**src/rtl/periph_io_if.sv**
```systemverilog
// Data-memory bus between the CPU load/store path and the peripheral block.
// Master drives address/strobes/data; slave returns read data and the mux/dmem controls.
interface periph_io_if;
    logic [31:0] addr;
    logic        memread;
    logic        memwrite;
    logic [31:0] writedata;
    logic [31:0] periread;
    logic        memdatamuxcontrol;
    logic        dmemwrite;

    modport master (
        output addr, memread, memwrite, writedata,
        input  periread, memdatamuxcontrol, dmemwrite
    );

    modport slave (
        input  addr, memread, memwrite, writedata,
        output periread, memdatamuxcontrol, dmemwrite
    );
endinterface

```
**src/rtl/periph_io.sv**
```systemverilog
// Memory-mapped LED/switch/timer peripheral; reads are combinational, writes land on the next clk edge.
// No backpressure: every access completes in its own cycle, stores to the window are withheld from dmem.
module periph_io #(
    parameter logic [31:0] BASE_ADDR = 32'hFFFF_FF00,
    parameter int          PRESCALE  = 4
) (
    input  logic        clk,
    input  logic        rst,
    periph_io_if.slave  bus,
    input  logic [15:0] switches,
    output logic [15:0] leds,
    output logic        irq
);
    localparam int            PW   = (PRESCALE > 1) ? $clog2(PRESCALE) : 1;
    localparam logic [PW-1:0] PMAX = PW'(PRESCALE - 1);

    logic [15:0]   led_q, led_d;
    logic [15:0]   sw_meta_q, sw_sync_q;
    logic [31:0]   tcnt_q, tcnt_d;
    logic [31:0]   tcmp_q, tcmp_d;
    logic [2:0]    ctrl_q, ctrl_d;
    logic          match_q, match_d;
    logic [PW-1:0] presc_q, presc_d;

    logic        hit, wr_en, tick, cmp_hit;
    logic [5:0]  reg_sel;
    logic [31:0] rdata;
    logic        addr_lo_unused;

    // Word-aligned decode: byte-lane bits do not select a register.
    assign hit            = (bus.addr[31:8] == BASE_ADDR[31:8]);
    assign reg_sel        = bus.addr[7:2];
    assign addr_lo_unused = ^bus.addr[1:0];
    assign wr_en          = bus.memwrite & hit;

    assign tick    = ctrl_q[0] & (presc_q == PMAX);
    assign cmp_hit = tick & (tcnt_q == tcmp_q);

    always_comb begin
        led_d   = led_q;
        tcnt_d  = tcnt_q;
        tcmp_d  = tcmp_q;
        ctrl_d  = ctrl_q;
        match_d = match_q;
        presc_d = (!ctrl_q[0] || presc_q == PMAX) ? '0 : presc_q + PW'(1);

        if (tick) begin
            tcnt_d = (cmp_hit && ctrl_q[1]) ? 32'd0 : tcnt_q + 32'd1;
        end

        // CPU writes override the timer update; the match check above already used old TCNT.
        if (wr_en) begin
            case (reg_sel)
                6'h00: led_d  = bus.writedata[15:0];
                6'h02: tcnt_d = bus.writedata;
                6'h03: tcmp_d = bus.writedata;
                6'h04: begin
                    ctrl_d = bus.writedata[2:0];
                    if (!bus.writedata[0]) presc_d = '0;
                end
                6'h05: if (bus.writedata[0]) match_d = 1'b0;
                default: ;
            endcase
        end

        if (cmp_hit) match_d = 1'b1;
    end

    always_ff @(posedge clk or negedge rst) begin
        if (!rst) begin
            led_q     <= '0;
            sw_meta_q <= '0;
            sw_sync_q <= '0;
            tcnt_q    <= '0;
            tcmp_q    <= 32'hFFFF_FFFF;
            ctrl_q    <= '0;
            match_q   <= 1'b0;
            presc_q   <= '0;
        end else begin
            led_q     <= led_d;
            sw_meta_q <= switches;
            sw_sync_q <= sw_meta_q;
            tcnt_q    <= tcnt_d;
            tcmp_q    <= tcmp_d;
            ctrl_q    <= ctrl_d;
            match_q   <= match_d;
            presc_q   <= presc_d;
        end
    end

    always_comb begin
        rdata = 32'd0;
        case (reg_sel)
            6'h00:   rdata = {16'd0, led_q};
            6'h01:   rdata = {16'd0, sw_sync_q};
            6'h02:   rdata = tcnt_q;
            6'h03:   rdata = tcmp_q;
            6'h04:   rdata = {29'd0, ctrl_q};
            6'h05:   rdata = {31'd0, match_q};
            default: rdata = 32'd0;
        endcase
    end

    assign bus.periread          = hit ? rdata : 32'd0;
    assign bus.memdatamuxcontrol = hit & bus.memread;
    assign bus.dmemwrite         = bus.memwrite & ~hit;
    assign leds                  = led_q;
    assign irq                   = match_q & ctrl_q[2];
endmodule

```
**src/flat_wrapper.sv**
```systemverilog
// flat-port wrapper written by rule: the top's interface ports become plain ports
module periph_io_flat 
#(
    parameter logic [31:0] BASE_ADDR = 32'hFFFF_FF00,
    parameter int          PRESCALE  = 4
)
  (clk, rst, switches, leds, irq, bus_addr, bus_memread, bus_memwrite, bus_writedata, bus_periread, bus_memdatamuxcontrol, bus_dmemwrite);
  periph_io_if bus_i ();
  input  logic clk;
  input  logic rst;
  input  logic [15:0] switches;
  output logic [15:0] leds;
  output logic irq;
  input wire logic [$bits(bus_i.addr)-1:0] bus_addr;
  input wire logic [$bits(bus_i.memread)-1:0] bus_memread;
  input wire logic [$bits(bus_i.memwrite)-1:0] bus_memwrite;
  input wire logic [$bits(bus_i.writedata)-1:0] bus_writedata;
  output wire logic [$bits(bus_i.periread)-1:0] bus_periread;
  output wire logic [$bits(bus_i.memdatamuxcontrol)-1:0] bus_memdatamuxcontrol;
  output wire logic [$bits(bus_i.dmemwrite)-1:0] bus_dmemwrite;
  assign bus_i.addr = bus_addr;
  assign bus_i.memread = bus_memread;
  assign bus_i.memwrite = bus_memwrite;
  assign bus_i.writedata = bus_writedata;
  assign bus_periread = bus_i.periread;
  assign bus_memdatamuxcontrol = bus_i.memdatamuxcontrol;
  assign bus_dmemwrite = bus_i.dmemwrite;
  periph_io #(.BASE_ADDR(BASE_ADDR), .PRESCALE(PRESCALE)) u_core (.clk(clk), .rst(rst), .bus(bus_i), .switches(switches), .leds(leds), .irq(irq));
endmodule
```
**config.mk**
```make
export PLATFORM = sky130hd
export DESIGN_NAME = periph_io_flat
export DESIGN_NICKNAME = d
export VERILOG_FILES = /design/src/rtl/periph_io_if.sv /design/src/rtl/periph_io.sv /design/src/flat_wrapper.sv
export SDC_FILE = /design/constraint.sdc
export NUM_CORES = 1
export LEC_CHECK = 0
export CAP_MARGIN = 20
export CORE_ASPECT_RATIO = 0.8
export CORE_MARGIN = 4
export CORE_UTILIZATION = 50
export CTS_CLUSTER_DIAMETER = 80
export DETAILED_ROUTE_END_ITERATION = 12
export PLACE_DENSITY = 0.91
export SYNTH_ARGS = -nofsm -noshare
export SYNTH_HDL_FRONTEND = slang
export SYNTH_SLANG_ARGS = --single-unit
```
**constraint.sdc**
```tcl
create_clock -name clk -period 6.6 [get_ports clk]
set_clock_uncertainty 0.1 [all_clocks]
set_input_delay 1.32 -clock clk [delete_from_list [all_inputs] [get_ports clk]]
set_output_delay 1.32 -clock clk [all_outputs]
set_load 0.05 [all_outputs]
```
==> results.tsv, run 1 <==
metric	value	unit
die_x	133	um
grt_max_degree	83	
path_cells	clkdlybuf4s50_1 -> nand4_1 -> nor4_2 -> and2_1 -> nand2_1 -> nor2_1 -> clkdlybuf4s50_1	
yosys.area_share.xor_xnor	7.56	%
final_cell_area	8280	um2
numCtsBuffers	17	
cp.arrival	4.24	ns
nFillCells	902	
maxCapViolCount	0	
dieHeight	108	um
yosysTopAreaCellShare	34.4	%
cts_htree_levels	4	
drv_slew	0	
outcome	finished clean	
cp_max_fo	16	
antenna_cells	0	
power_density	207	nW/um2
post-route-period-util	85.8	%
tns	0	ns
power	1720	uW
finalWirelength	16200	um
endpoint_kind	output pin	
async_reset_ff_share	100	%
period_minus_slack	5.66	ns
syn_area	6260	um2
fmax	177	MHz
synth-adder-area-share	0.400	%
synth_flop_cell	dfrtp_1	
antenna_found_initial	0	
synth_top_family_by_area	simple AND/OR/NAND/NOR gates	
area_growth	32.2	%
syn-num-nets	640	
ys_seq_elements	118	
cts_buffer_depth	2	
vias_per_cell	5.67	
cts_resized	0	
worstMarginPinSlew	0.865	ns
rows	36	
cpPeakStageDelay	0.85	ns
hpwl	11400	um
grt_pass1_vias	5193	
clkLatencyLatePin	0.41	ns
ir_drop	0.161	mV
finalHoldViolations	0	
drc	0	
num_vias	4924	
portBuffers	132	
drive_gt1_share	19.8	%
synth_simple_gate_area_share	18.3	%
nets	770	
cts_setup_buffers	0	
cts_root_buf	clkbuf_16	
cp-start-kind	input port	
cts_tree	yes	
crit_slowest_cell	clkdlybuf4s50_1	
setup_viol	0	
required	5.18	ns
avgRoutedWirePerCell	18.7	um
rsz0062_at_grt	false	
p_leak	0.00349	uW
worstSetupPathType	input port to output pin	
dr.pass1.iters	5	
clk_pin_slew	0.05	ns
gp_congestion	0.889	
synth-compound-area-share	7.76	%
yosys-mux-area-fraction	14.7	%
io-pin-count	135	
yosysSeqAreaShare	47.8	%
fp.coreArea	12200	um2
syn_inst	554	
synth_edf_count	0	
start_util	51.3	%
synth_area_leader_cell	dfrtp_1	
clock-sinks	118	
hold_buffers	0	
grt_pass1_wl	26400	um
overflow	0	
fp.dieArea	14400	um2
crit_top_cell	clkdlybuf4s50_1	
slew_headroom	42.2	%
track_usage	23.4	%
drt-initial-drc-count	396	
min_path_type	flop to flop	
postPlaceCellArea	7680	um2
synth_area_per_cell	11.3	um2
drtAntennaViolNets	0	
synth_warnings	0	
synthTopCellsByArea	dfrtp_1, dfstp_2, mux2_2	
synth_cell_types	50	
[final timing paths]
check	start	to	slack (ns)	depth (start not counted)
max in group asynchronous	rst	u_core.tcmp_q[19]	4.45	3
min	u_core.sw_meta_q[8]	u_core.sw_sync_q[8]	0.25	0
max reg2reg	u_core.tcnt_q[23]	u_core.tcnt_q[1]	3.47	7
min reg2reg	u_core.sw_meta_q[8]	u_core.sw_sync_q[8]	0.25	0
min in group asynchronous	rst	u_core.leds[11]	0.76	1
max	bus_addr[27]	bus_periread[16]	0.94	7
[Yosys cell counts (2+ instances only)]
| cell | n |
|---|---|
| buf_2 | 14 |
| and3b_1 | 2 |
| clkbuf_1 | 9 |
| nor4_4 | 3 |
| nor4_1 | 4 |
| a21o_1 | 31 |
| nor3_1 | 30 |
| ha_1 | 2 |
| xor2_1 | 26 |
| nor2_1 | 58 |
| and3_1 | 5 |
| mux2_2 | 43 |
| nor4_2 | 3 |
| a21oi_1 | 4 |
| mux2_1 | 10 |
| and4_1 | 6 |
| inv_1 | 13 |
| a221oi_1 | 14 |
| nand3_1 | 11 |
| mux2i_1 | 32 |
| nor2b_1 | 7 |
| dfstp_2 | 32 |
| and2_1 | 3 |
| buf_6 | 5 |
| o21ai_0 | 3 |
| dfrtp_1 | 86 |
| nand4_1 | 16 |
| nand2_1 | 15 |
| nand2b_1 | 4 |
| a22oi_1 | 2 |
| xnor2_1 | 28 |
| a222oi_1 | 2 |
| nand3_2 | 2 |
| nor3_2 | 13 |
[metrics by stage]
stage	hold slack, ns	worst slack (ns)	std cells	utilization, %
after floorplan	0.231	1.96	554	-
after global placement	0.234	0.988	834	62.9
after detailed placement	0.235	0.929	835	62.9
after CTS	0.246	0.886	867	67.6
after global routing	0.251	0.752	868	67.8
final	0.246	0.936	868	67.8
[sequential cells by signal, indices dropped and copies added (netlist names)]
signal,flops
u_core.tcmp_q,32
u_core.tcnt_q,32
u_core.sw_sync_q,16
u_core.presc_q,2
u_core.leds,16
u_core.sw_meta_q,16
u_core.ctrl_q,3
u_core.match_q,1
[cell families (layout without fill, tap and decap cells)]
group,Yosys count,after routing
buf+inv,43,186
compound gates,61,61
flops,118,118
xor+xnor,54,54
simple gates,191,191
fa+ha+maj,2,2
mux,85,85
[cell type report]
class / count / area [um2] / share of cell area [%]
Clock inverter: 5 / 75.1 / 0.907
Clock buffer: 27 / 493 / 5.96
Tap cell: 171 / 214 / 2.59
Inverter: 14 / 52.6 / 0.635
Multi-Input combinational cell: 393 / 3060 / 36.9
Sequential cell: 118 / 2990 / 36.2
Timing Repair Buffer: 140 / 1390 / 16.8
[per-layer routing]
metal  vias up  GRT usage (%)  routed length (um)
li1       2241              -                   -
met1      2433           29.7                6910
met2       226           38.6                7860
met3        24           7.16                1180
met4         0           8.22                 270
met5         -              0                   0
[placed cells by master (no fill, tap or decap), types with 3 or more instances in the layout]
cell type	count
a21o_1	31
a21oi_1	4
a221oi_1	14
and2_1	3
and3_1	5
and4_1	6
buf_4	8
clkbuf_1	7
clkbuf_16	17
clkbuf_8	3
clkdlybuf4s50_1	130
clkinv_2	3
dfrtp_1	86
dfstp_2	32
inv_1	13
mux2_1	10
mux2_2	43
mux2i_1	32
nand2_1	15
nand2b_1	4
nand3_1	11
nand4_1	16
nor2_1	58
nor2b_1	7
nor3_1	30
nor3_2	12
nor4_1	4
nor4_2	3
nor4_4	3
o21ai_0	3
xnor2_1	28
xor2_1	26
[power by group]
part / switching (uW) / total [uW] / internal (uW) / leakage (uW)
Clock: 296 / 879 / 583 / 0.000279
Sequential: 2.86 / 738 / 736 / 0.00130
Combinational: 42.9 / 97.8 / 54.8 / 0.00191
[critical path, delay by kind of cell]
family,cells,cell delay (ns)
simple gates,5,1.59
buf+inv,2,1.31
Note: power is estimated with default switching activity, not from simulation.
==> run 2, diff against run 1 <==
--- a/config.mk
+++ b/config.mk
@@ -9,6 +9,7 @@
 export CORE_ASPECT_RATIO = 0.8
 export CORE_MARGIN = 4
 export CORE_UTILIZATION = 50
+export CTS_BUF_LIST = sky130_fd_sc_hd__clkbuf_8
 export CTS_CLUSTER_DIAMETER = 80
 export DETAILED_ROUTE_END_ITERATION = 12
 export PLACE_DENSITY = 0.91
==> results.tsv, run 2 (same netlist as run 1, synthesis figures left out) <==
metric	value	unit	change
final_common_cell	clkdlybuf4s50_1		
antenna_cells	0		unchanged
antenna_found_initial	0		unchanged
min_path_type	flop to flop		
drc	0		unchanged
cts_root_buf	clkbuf_8		
outcome	finished clean		
drv_slew	0		unchanged
ir_drop	0.139	mV	-14%
cp-start-kind	input port		
numCtsBuffers	17		unchanged
io-pin-count	135		unchanged
hold_buffers	0		unchanged
cts_tree	yes		
cts_resized	0		unchanged
nets	770		unchanged
track_usage	22.7	%	-0.73 points
fp.coreArea	12200	um2	unchanged
required	5.18	ns	about the same
grt_max_degree	83		unchanged
p_sw	313	uW	-8.4%
worstSetupPathType	input port to output pin		
maxCapViolCount	0		unchanged
hold_start	u_core.sw_meta_q[8]		
cts_htree_levels	4		unchanged
layout_common_cells	clkdlybuf4s50_1, dfrtp_1, nor2_1, mux2_2		
cts_setup_buffers	0		unchanged
rsz0062_at_grt	false		
p_clk_share	42.7	%	-8.5 points
final_cell_area	8090	um2	-2.3%
power	1460	uW	-15%
drive_gt1_share	19.8	%	unchanged
dieHeight	108	um	unchanged
cts_buffer_depth	2		unchanged
reg_top3	u_core.tcmp_q x32, u_core.tcnt_q x32		
rows	36		unchanged
finalWirelength	15800	um	-2.6%
combPwrFrac	6.7	%	+1.0 points
clock-sinks	118		unchanged
overflow	0		unchanged
p_int	1140	uW	-17%
area_growth	29.2	%	
fmax	179	MHz	+1.3%
clkLatencyLatePin	0.44	ns	+0.03 ns
num_vias	4871		-1.1%
p_leak	0.00343	uW	-1.7%
cp_max_fo	16		unchanged
setup_viol	0		unchanged
grt_pass1_vias	5164		-0.56%
vias_per_cell	5.61		-1.1%
portBuffers	132		unchanged
start_util	51.3	%	unchanged
cp.arrival	4.17	ns	-0.07 ns
dr.pass1.iters	5		unchanged
power_density	180	nW/um2	-13%
finalHoldViolations	0		unchanged
postPlaceCellArea	7680	um2	unchanged
drtAntennaViolNets	0		unchanged
grt_pass1_wl	26000	um	-1.5%
tns	0	ns	unchanged
slew_headroom	44.9	%	+2.7 points
gp_congestion	0.889		unchanged
hpwl	11400	um	unchanged
switching_share	21.5	%	+1.6 points
crit_start	bus_addr[3]		
endpoint_kind	output pin		
post-route-period-util	84.7	%	-1.1 points
period_minus_slack	5.59	ns	-0.0703 ns
worstMarginPinSlew	0.824	ns	-0.0409 ns
fp.dieArea	14400	um2	unchanged
clk_pin_slew	0.06	ns	about the same
seqPwrFrac	50.6	%	+7.5 points
r2r_start	u_core.tcnt_q[23]		
drt-initial-drc-count	403		+1.8%
avgRoutedWirePerCell	18.2	um	-2.6%
die_x	133	um	unchanged
## run 2: cell types whose count changed in the layout (fill, tap and decap cells not counted)
cell	before	now
clkbuf_1	7	0
clkbuf_16	17	0
inv_1	13	20
clkbuf_8	3	20
## run 2: metrics by stage
stage	hold slack (ns)	setup WS (ns)	util, %	std cells
6_report	0.248	1.01	66.2	868
3_5_place_dp	0.235	0.929	62.9	835
2_1_floorplan	0.231	1.96	-	554
3_3_place_gp	0.234	0.988	62.9	834
5_1_grt	0.254	0.812	66.2	868
4_1_cts	0.250	0.952	66.0	867
## run 2: metal layers
metal	GRT usage (%)	routed length [um]	vias up
met5	0	0	-
met1	29.4	6960	2422
met3	6.60	1010	18
met2	37.3	7560	184
met4	7.12	261	0
li1	-	-	2247
## run 2: area by class of cell
type                       count  area, um2
clock buffer                  20        275
multi-input combinational    393       3060
inverter                      14       52.6
fill                         943       4120
timing repair buffer         140       1390
clock inverter                12        101
tap                          171        214
sequential                   118       2990
## run 2: final timing paths
check,cells after the start,endpoint,slack [ns]
worst max-delay path,6,bus_periread[1],1.01
worst min-delay path,0,u_core.sw_sync_q[8],0.25
worst max register to register,7,u_core.tcnt_q[1],3.52
worst min register to register,0,u_core.sw_sync_q[8],0.25
max in group asynchronous,3,u_core.tcmp_q[19],4.60
min in group asynchronous,1,u_core.leds[8],0.74
## run 2: power by group through the flow
stage / clock network, uW / logic [uW] / registers (uW)
2_1_floorplan: 0 / 21.2 / 749
3_3_place_gp: 0 / 94.7 / 749
3_5_place_dp: 0 / 96.4 / 750
4_1_cts: 636 / 96.8 / 737
5_1_grt: 669 / 106 / 737
6_report: 621 / 97.5 / 737
## run 2: critical path, stage by stage
cell and delay, ns:
clkdlybuf4s50_1 0.48, nor4_4 0.44, nor3b_4 0.72, a21oi_1 0.18
a21oi_1 0.20, clkdlybuf4s50_1 0.83
==> RTL change: new RTL, flow settings as in run 2 <==
`PRESCALE` is set to 4 in 2 places; all go to 2.
--- a/src/rtl/periph_io.sv
+++ b/src/rtl/periph_io.sv
@@ -2,7 +2,7 @@
 // No backpressure: every access completes in its own cycle, stores to the window are withheld from dmem.
 module periph_io #(
     parameter logic [31:0] BASE_ADDR = 32'hFFFF_FF00,
-    parameter int          PRESCALE  = 4
+    parameter int          PRESCALE  = 2
 ) (
     input  logic        clk,
     input  logic        rst,
--- a/src/flat_wrapper.sv
+++ b/src/flat_wrapper.sv
@@ -2,7 +2,7 @@
 module periph_io_flat 
 #(
     parameter logic [31:0] BASE_ADDR = 32'hFFFF_FF00,
-    parameter int          PRESCALE  = 4
+    parameter int          PRESCALE  = 2
 )
   (clk, rst, switches, leds, irq, bus_addr, bus_memread, bus_memwrite, bus_writedata, bus_periread, bus_memdatamuxcontrol, bus_dmemwrite);
   periph_io_if bus_i ();
Function: changed (Yosys sat finds a counterexample within 4 cycles, from zero or initial values and one cycle with rst low).
==> RTL change against run 2 <==
- via count decreased by 0.60%
- non-clock buffer count grew 1
- final area fell by 1.7%
- highest routed layer unchanged
- first-iteration DRC count down 13%
- sequential cell count down 1
- largest power group is now the clock network
- area after synthesis is 2.9% lower
- global-route usage grew 0.50 points
- worst setup slack better by 44 ps
- routed wire length is 0.84% higher
- count of clock-buffer cells in the layout rose by 2
- critical path depth up 1
- cell count fell by 4.0%
- power rose by 7.3%
- synthesized cell count decreased by 1.6%
==> RTL change: results (changes against run 2) <==
layout:
  multi_input_area_share_pct: 36.73  # -1.1 points
  multi_input_area_um2: 2920  # -4.4%
  clkbuf_count: 22  # +10%
  inverters_excl_clock: 8  # -6
  area_share_clock_buf_inv_pct: 5.712  # +1.1 points
  layout_cell_share_with_drive_strength_beyond_1_pct: 22.77  # +3.0 points
  final.signal_buffer_count: 141  # +0.71%
  seq_area_share_pct: 37.32  # +0.31 points
  nNetsFinal: 757  # -1.7%
  non_clock_buffer_area_share_pct: 17.53  # +0.29 points
  layout.comb_gates.multi_input: 387  # -1.5%
  filler_cell_count: 820  # -13%
die:
  die_w_um: 131.3  # -1.4%
setup_path:
  critPathLaunch: "bus_addr[28]"
  critical_path.reg2reg.endpoint: "u_core.tcnt_q[13]"
  cp.arrival_ps: 4130  # -40 ps
  timing.critical_path.slowest_stage_cell: "sky130_fd_sc_hd__clkdlybuf4s50_1"
  critical_path.endpoint: "bus_periread[23]"
  r2r-start: "u_core.tcnt_q[25]"
  cp_top_family: "simple AND/OR/NAND/NOR gates"
placement:
  detailed_place.area_um2: 7477  # -2.7%
  post-dp-hpwl_um: 11570  # +1.6%
  placedCellCount: 800  # -4.2%
global_routing:
  groute.layer.met2.usage_pct: 37.39  # +0.11 points
  grt_max_degree: 65  # -22%
  grt_pass1_vias: 5213  # +0.95%
  use_met3_pct: 7.645  # +1.0 points
  global_route.usage.total_pct: 23.20  # +0.50 points
  grt_first_pass_wirelength_um: 26090  # +0.21%
  global_route.usage.met1_pct: 30.41  # +1.0 points
logic_synthesis:
  synth.net_count: 630  # -1.6%
  yosys.cell_types.count: 46  # -8.0%
  synth.area.top_cells: "sky130_fd_sc_hd__dfrtp_1 (35%), sky130_fd_sc_hd__dfstp_2 (14%), sky130_fd_sc_hd__mux2_2 (12%)"
  synthesis.instances: 545  # -1.6%
  synth-seq-area-share_pct: 48.84  # +1.0 points
  synth_top_cells_by_count: "sky130_fd_sc_hd__dfrtp_1 (85), sky130_fd_sc_hd__mux2_2 (65), sky130_fd_sc_hd__xor2_1 (36), sky130_fd_sc_hd__nand2_1 (35), sky130_fd_sc_hd__dfstp_2 (32)"
routing:
  wl_met2_um: 7515  # -0.65%
  wl_met3_um: 1287  # +28%
  vias: 4842  # -0.60%
  detail_route.wirelength_um: 15920  # +0.84%
  initialDrtViolationCount: 350  # -13%
  avgRoutedWirePerCell_um: 19.12  # +5.1%
  detail_route.wirelength.met1_um: 6942  # -0.20%
power_and_ir_drop:
  vdd.ir_drop.worst_mv: 0.2305  # +66%
  static-leakage-power_nw: 3.176  # -7.4%
  switching_share_pct: 20.62  # -0.88 points
worst_hold_path:
  worst_hold_endpoint: "u_core.sw_sync_q[10]"
  whs_path_depth: 0  # unchanged
  timing.hold.worst.start: "u_core.sw_meta_q[10]"
cts:
  postCtsSetupRepairBufs: 0  # unchanged
  cts_num_sinks: 117  # -0.85%
status:
  run_status: "completed"
sta:
  timing.hold.ws_ps: 249.0  # +0.6520 ps
  setup_slack_ps: 1051  # +43.93 ps
-- RTL change: changes by cell type in the layout (fill, tap and decap cells not counted), moves of 12 or more --
cell                       delta
sky130_fd_sc_hd__a21oi_1     +12
sky130_fd_sc_hd__mux2_2      +22
sky130_fd_sc_hd__nand2_1     +20
sky130_fd_sc_hd__a221oi_1    -13
sky130_fd_sc_hd__mux2i_1     -16
sky130_fd_sc_hd__a22oi_1     +18
sky130_fd_sc_hd__nor2_1      -32
-- RTL change: cells by family after synthesis --
logic type,after synthesis,synth area share (%)
compound gates,81,9.224
mux,81,14.68
flops,117,48.84
simple gates,167,15.48
xor+xnor,57,8.339
fa+ha+maj,1,0.2059
buf+inv,41,3.232
-- RTL change: power groups by stage --
stage               registers, W  clock network [W]  logic (W)
CTS                     0.000731           0.000748  0.0000949
global route            0.000731           0.000781   0.000101
detailed placement      0.000743                  0  0.0000945
finish                  0.000731           0.000737  0.0000934
floorplan               0.000742                  0  0.0000191
global placement        0.000742                  0  0.0000925
